### src/rtl/nibbler_control.sv
// nibbler_control -- fetch/decode/execute sequencer for the Nibbler CPU.
//
// Fetches 1- and 2-byte instructions from program ROM, drives the ALU
// control lines (notCarryIn/S/operand/notOeALU), strobes the external
// accumulator and data RAM, and keeps the carry/zero flags that the
// conditional jumps test.
//
// Ports:
//   clk_i          system clock, rising edge
//   notReset_i     asynchronous active-low reset
//   progAddr_o     program ROM address (= PC)
//   progData_i     ROM byte: [7:4] opcode, [3:0] immediate / address high
//   dataAddr_o     data RAM address {IR[3:0], addrLo}
//   dataIn_i       RAM read data
//   dataWe_o       RAM write strobe (RAM stores the ALU result on the clock edge)
//   notCarryIn_o   ALU mode bit (low only for compares)
//   S_o            ALU function select
//   operand_o      ALU B input: immediate or RAM data
//   notOeALU_o     active-low ALU result output enable onto the data bus
//   loadA_o        accumulator load strobe
//   notC_i/notZ_i  ALU flags, active low
//   carryFlag_o    stored carry, active high
//   zeroFlag_o     stored zero, active high
//   halted_o       high while in the HALT state
module nibbler_control #(
  parameter int N    = 4,
  parameter int PC_W = 12
) (
  input  logic            clk_i,
  input  logic            notReset_i,
  output logic [PC_W-1:0] progAddr_o,
  input  logic [7:0]      progData_i,
  output logic [PC_W-1:0] dataAddr_o,
  input  logic [N-1:0]    dataIn_i,
  output logic            dataWe_o,
  output logic            notCarryIn_o,
  output logic [2:0]      S_o,
  output logic [N-1:0]    operand_o,
  output logic            notOeALU_o,
  output logic            loadA_o,
  input  logic            notC_i,
  input  logic            notZ_i,
  output logic            carryFlag_o,
  output logic            zeroFlag_o,
  output logic            halted_o
);

  typedef enum logic [1:0] {
    FETCH1 = 2'd0,
    FETCH2 = 2'd1,
    EXEC   = 2'd2,
    HALT   = 2'd3
  } state_t;

  state_t          state_q, state_d;
  logic [PC_W-1:0] pc_q, pc_d;
  logic [7:0]      ir_q, ir_d;
  logic [7:0]      addr_lo_q, addr_lo_d;
  logic            carry_q, carry_d;
  logic            zero_q, zero_d;

  logic [3:0]      op;
  logic [3:0]      imm;
  logic [3:0]      fetch_op;
  logic [PC_W-1:0] target;
  logic            jump_taken;

  assign op       = ir_q[7:4];
  assign imm      = ir_q[3:0];
  assign fetch_op = progData_i[7:4];
  // Jump target and data address share the same {IR low nibble, second byte} form.
  assign target   = PC_W'({imm, addr_lo_q});

  // Conditions use the flags as stored at the start of EXEC.
  always_comb begin
    jump_taken = 1'b0;
    case (op)
      4'hA:    jump_taken = 1'b1;
      4'hB:    jump_taken = carry_q;
      4'hC:    jump_taken = ~carry_q;
      4'hD:    jump_taken = zero_q;
      4'hE:    jump_taken = ~zero_q;
      default: jump_taken = 1'b0;
    endcase
  end

  // Next-state logic.
  always_comb begin
    state_d   = state_q;
    pc_d      = pc_q;
    ir_d      = ir_q;
    addr_lo_d = addr_lo_q;
    carry_d   = carry_q;
    zero_d    = zero_q;
    case (state_q)
      FETCH1: begin
        ir_d = progData_i;
        pc_d = pc_q + PC_W'(1);
        if (fetch_op == 4'hF)
          state_d = HALT;
        else if (fetch_op >= 4'h5)
          state_d = FETCH2;   // memory ops and jumps carry an address byte
        else
          state_d = EXEC;
      end
      FETCH2: begin
        addr_lo_d = progData_i;
        pc_d      = pc_q + PC_W'(1);
        state_d   = EXEC;
      end
      EXEC: begin
        state_d = FETCH1;
        case (op)
          4'h2, 4'h6: begin
            carry_d = ~notC_i;
            zero_d  = ~notZ_i;
          end
          4'h3, 4'h4, 4'h7, 4'h8: zero_d = ~notZ_i;
          default: ;
        endcase
        if (jump_taken)
          pc_d = target;
      end
      HALT:    state_d = HALT;
      default: state_d = FETCH1;
    endcase
  end

  always_ff @(posedge clk_i or negedge notReset_i) begin
    if (!notReset_i) begin
      state_q   <= FETCH1;
      pc_q      <= '0;
      ir_q      <= '0;
      addr_lo_q <= '0;
      carry_q   <= 1'b0;
      zero_q    <= 1'b0;
    end else begin
      state_q   <= state_d;
      pc_q      <= pc_d;
      ir_q      <= ir_d;
      addr_lo_q <= addr_lo_d;
      carry_q   <= carry_d;
      zero_q    <= zero_d;
    end
  end

  // Output decode from state and IR. Decoding combinationally lets an
  // asynchronous reset drop the strobes in the same cycle.
  always_comb begin
    loadA_o      = 1'b0;
    dataWe_o     = 1'b0;
    notOeALU_o   = 1'b1;
    S_o          = 3'b000;
    notCarryIn_o = 1'b1;
    operand_o    = '0;
    if (state_q == EXEC) begin
      case (op)
        4'h1, 4'h5: begin            // LITI / LD
          S_o        = 3'b010;
          loadA_o    = 1'b1;
          notOeALU_o = 1'b0;
        end
        4'h2, 4'h6: begin            // ADDI / ADD
          S_o        = 3'b011;
          loadA_o    = 1'b1;
          notOeALU_o = 1'b0;
        end
        4'h3, 4'h7: begin            // CMPI / CMP: flags only
          S_o          = 3'b001;
          notCarryIn_o = 1'b0;
        end
        4'h4, 4'h8: begin            // NORI / NOR
          S_o        = 3'b100;
          loadA_o    = 1'b1;
          notOeALU_o = 1'b0;
        end
        4'h9: begin                  // ST: PASS A onto the bus, RAM captures it
          S_o        = 3'b000;
          notOeALU_o = 1'b0;
          dataWe_o   = 1'b1;
        end
        default: ;
      endcase
      // Opcodes 1-4 use the immediate, 5-8 the RAM word.
      if (op >= 4'h1 && op <= 4'h4)
        operand_o = N'(imm);
      else if (op >= 4'h5 && op <= 4'h8)
        operand_o = dataIn_i;
    end
  end

  assign progAddr_o  = pc_q;
  assign dataAddr_o  = target;
  assign carryFlag_o = carry_q;
  assign zeroFlag_o  = zero_q;
  assign halted_o    = (state_q == HALT);

endmodule

### config.mk
export PLATFORM = sky130hd
export DESIGN_NAME = nibbler_control
export DESIGN_NICKNAME = d
export VERILOG_FILES = /design/src/rtl/nibbler_control.sv
export SDC_FILE = /design/constraint.sdc
export NUM_CORES = 1
export LEC_CHECK = 0
export CAP_MARGIN = 20
export CORE_MARGIN = 3
export CORE_UTILIZATION = 25
export CTS_CLUSTER_DIAMETER = 120
export DETAILED_ROUTE_END_ITERATION = 10
export HOLD_SLACK_MARGIN = 0.1
export PLACE_DENSITY = 0.49
export SLEW_MARGIN = 25
export SYNTH_ARGS = -nofsm -noshare
export SYNTH_HDL_FRONTEND = slang
export SYNTH_SLANG_ARGS = --single-unit
### constraint.sdc
create_clock -name clk_i -period 3.86 [get_ports clk_i]
set_input_delay 0.772 -clock clk_i [delete_from_list [all_inputs] [get_ports clk_i]]
set_output_delay 0.772 -clock clk_i [all_outputs]
set_load 0.1 [all_outputs]
==> flow_summary.ini <==
[finish]
nNetsFinal = 263
antenna_cells = 0
final_common_cell = clkdlybuf4s50_1
layout_common_cells = clkdlybuf4s50_1, dfrtp_1, mux2_2
drive_gt1_share_pct = 20.6
synthToLayoutAreaGrowth_pct = 37.6

[clock_network]
worstSkewPairLatency_ns = 0.29
postCtsHoldBufs = 0
cts_setup_buffers = 0
cts_buffer_depth = 2
root_buffer = clkbuf_8
cts_max_level = 2
tritoncts = yes
path_clk_slew_ns = 0.07
cts_buffers = 5
cts.sinks = 32
post_cts_resized = 0

[routing]
ant_nets = 0
avgViaCountPerCell = 4.88
drc_errors = 0
wl_mm = 5.51
drt_iter0_drc = 105
vias = 1687
dr.pass1.iters = 4
wl_per_cell_um = 15.9

[timing]
worstMarginPinSlew_ns = 0.984
period_share_pct = 78.6
fin_worst_skew_ns = 0.00898
grt_setup_unrepaired = false
relSlewSlack_pct = 34.2
whs_ns = 0.520
max_freq_mhz = 330
setup_ws_ns = 0.827
setup_tns_ns = 0
setup_viol_count_final = 0
slew_violations = 0
period_needed_ns = 3.03
hold_viol = 0

[placed_design]
place_congestion = 0.784
dp_hpwl_mm = 3.99
port_buffers = 53
place_ws_ns = 1.01

[grt]
grt_usage_pct = 13.1
grt_start_max_net_pins = 33
grt_pass1_vias = 1654
grt_overflow = 0
antenna_found_initial = 0
grt_pass1_wl_mm = 8.89

[critical_path]
critPathLaunch = ir_q[5]$_DFFE_PN0P_
path_cells = nor2_2, mux2_2, a21oi_1, a2bb2oi_1, nor2_1, buf_4
cp.required_ns = 3.09
path_class = register to output pin
slowest_delay_ns = 0.54
crit_arrival_ns = 2.26
crit_cells = 6
reg2reg_from = ir_q[6]$_DFFE_PN0P_
path_buf_inv = 1
slowest_stage = dfrtp_1
start_kind = register
r2r_cells = 5
end_kind = output pin
critical-path-top-delay-family = flip-flops
cp_max_fo = 12

[synthesis]
post_synth.cell_area_avg_um2 = 9.62
netlist_instances = 198
ys_seq_area_share_pct = 42.0
syn_area_um2 = 1910
synth_cell_types = 42
ys_seq_elements = 32
synth_nets = 215
yosysWarnings = 0
synth_edf_count = 0
postSynth.topFlopCell = dfrtp_1
async_reset_ff_share_pct = 100

[floorplanning]
start_util_pct = 26.0
die_w_um = 93.3
core_area_um2 = 7330
ios = 54
core.rowCount = 31
die_h_um = 93.3
dieArea_um2 = 8710

[run_status]
outcome = finished, final reports clean

[min_path]
min_from = progAddr_o[9]$_DFFE_PN0P_
hold_depth = 1
min_path_type = register to register

[job]
maxCapViolCount = 0
[Yosys cell counts (all sizes together), types with 2 or more instances]
library cell	n	area (µm²)
inv	2	7.51
a2bb2oi	6	52.6
o22a	5	43.8
buf	12	82.6
nor2b	5	38.8
a31oi	7	43.8
xnor2	2	17.5
nor3	6	30.0
and3	2	12.5
or2	2	12.5
o31ai	3	27.5
clkbuf	4	15.0
a21oi	18	90.1
nand4	2	12.5
nand2	11	41.3
o211ai	2	15.0
mux2	18	203
o2bb2a	2	20.0
o21ai	8	40.0
and2	2	12.5
dfrtp	32	801
nand3	7	35.0
nand2b	5	31.3
o22ai	2	12.5
nor3b	3	22.5
nor2	18	70.1
a21boi	3	22.5
[state kept, by name, summed over array words and instances, names as in the netlist]
register / cells
progAddr_o: 12
addr_lo_q: 8
ir_q: 8
state_q: 2
carryFlag_o: 1
zeroFlag_o: 1
[worst paths after layout]
path | to | slack (ns)
worst min register to register | progAddr_o[9]$_DFFE_PN0P_ | 0.52
worst min-delay path | progAddr_o[9]$_DFFE_PN0P_ | 0.52
max in group asynchronous | addr_lo_q[7]$_DFFE_PN0P_ | 2.66
worst max-delay path | operand_o[0] | 0.83
worst max register to register | progAddr_o[1]$_DFFE_PN0P_ | 1.41
min in group asynchronous | progAddr_o[3]$_DFFE_PN0P_ | 0.89
[cells by family (layout without fill, tap and decap cells)]
group	Yosys count	count (layout)	share of synthesized area (%)
compound gates	60	60	21.7
simple gates	66	66	18.1
fa+ha+maj	1	1	0.656
buf+inv	18	67	5.52
xor+xnor	2	2	0.919
mux	19	19	11.2
flops	32	32	42.0
[cell type report]
cell class                      instances  area (µm²)
Multi-Input combinational cell        148        1030
Clock buffer                            7        96.3
Fill cell                             743        4710
Sequential cell                        32         801
Timing Repair Buffer                   57         533
Tap cell                               99         124
Inverter                                2        7.51
Clock inverter                          1        30.0
[per-layer routing]
metal / track usage (%) / wire length, µm
met1: 18.0 / 2630
met2: 20.1 / 2520
met3: 3.62 / 296
met4: 3.66 / 56
met5: 0 / 0
[stage by stage]
stage / instances / util, % / area, µm²
detailed placement: 338 / 34.0 / 2490
global route: 346 / 35.8 / 2620
global placement: 338 / 34.0 / 2490
finish: 346 / 35.8 / 2620
floorplan: 198 / - / 1940
CTS: 346 / 35.8 / 2620
[worst reg2reg max path: cells and delay by family, from the launching register on]
family / cells / cell delay [ns]
AND/OR/NAND/NOR: 3 / 0.87
flip-flops: 1 / 0.61
AO/OA/AOI/OAI: 2 / 0.83
Power is left out: the tool's default activity adds up to more than one toggle a clock period on the data nets, which glitch-free logic cannot reach.
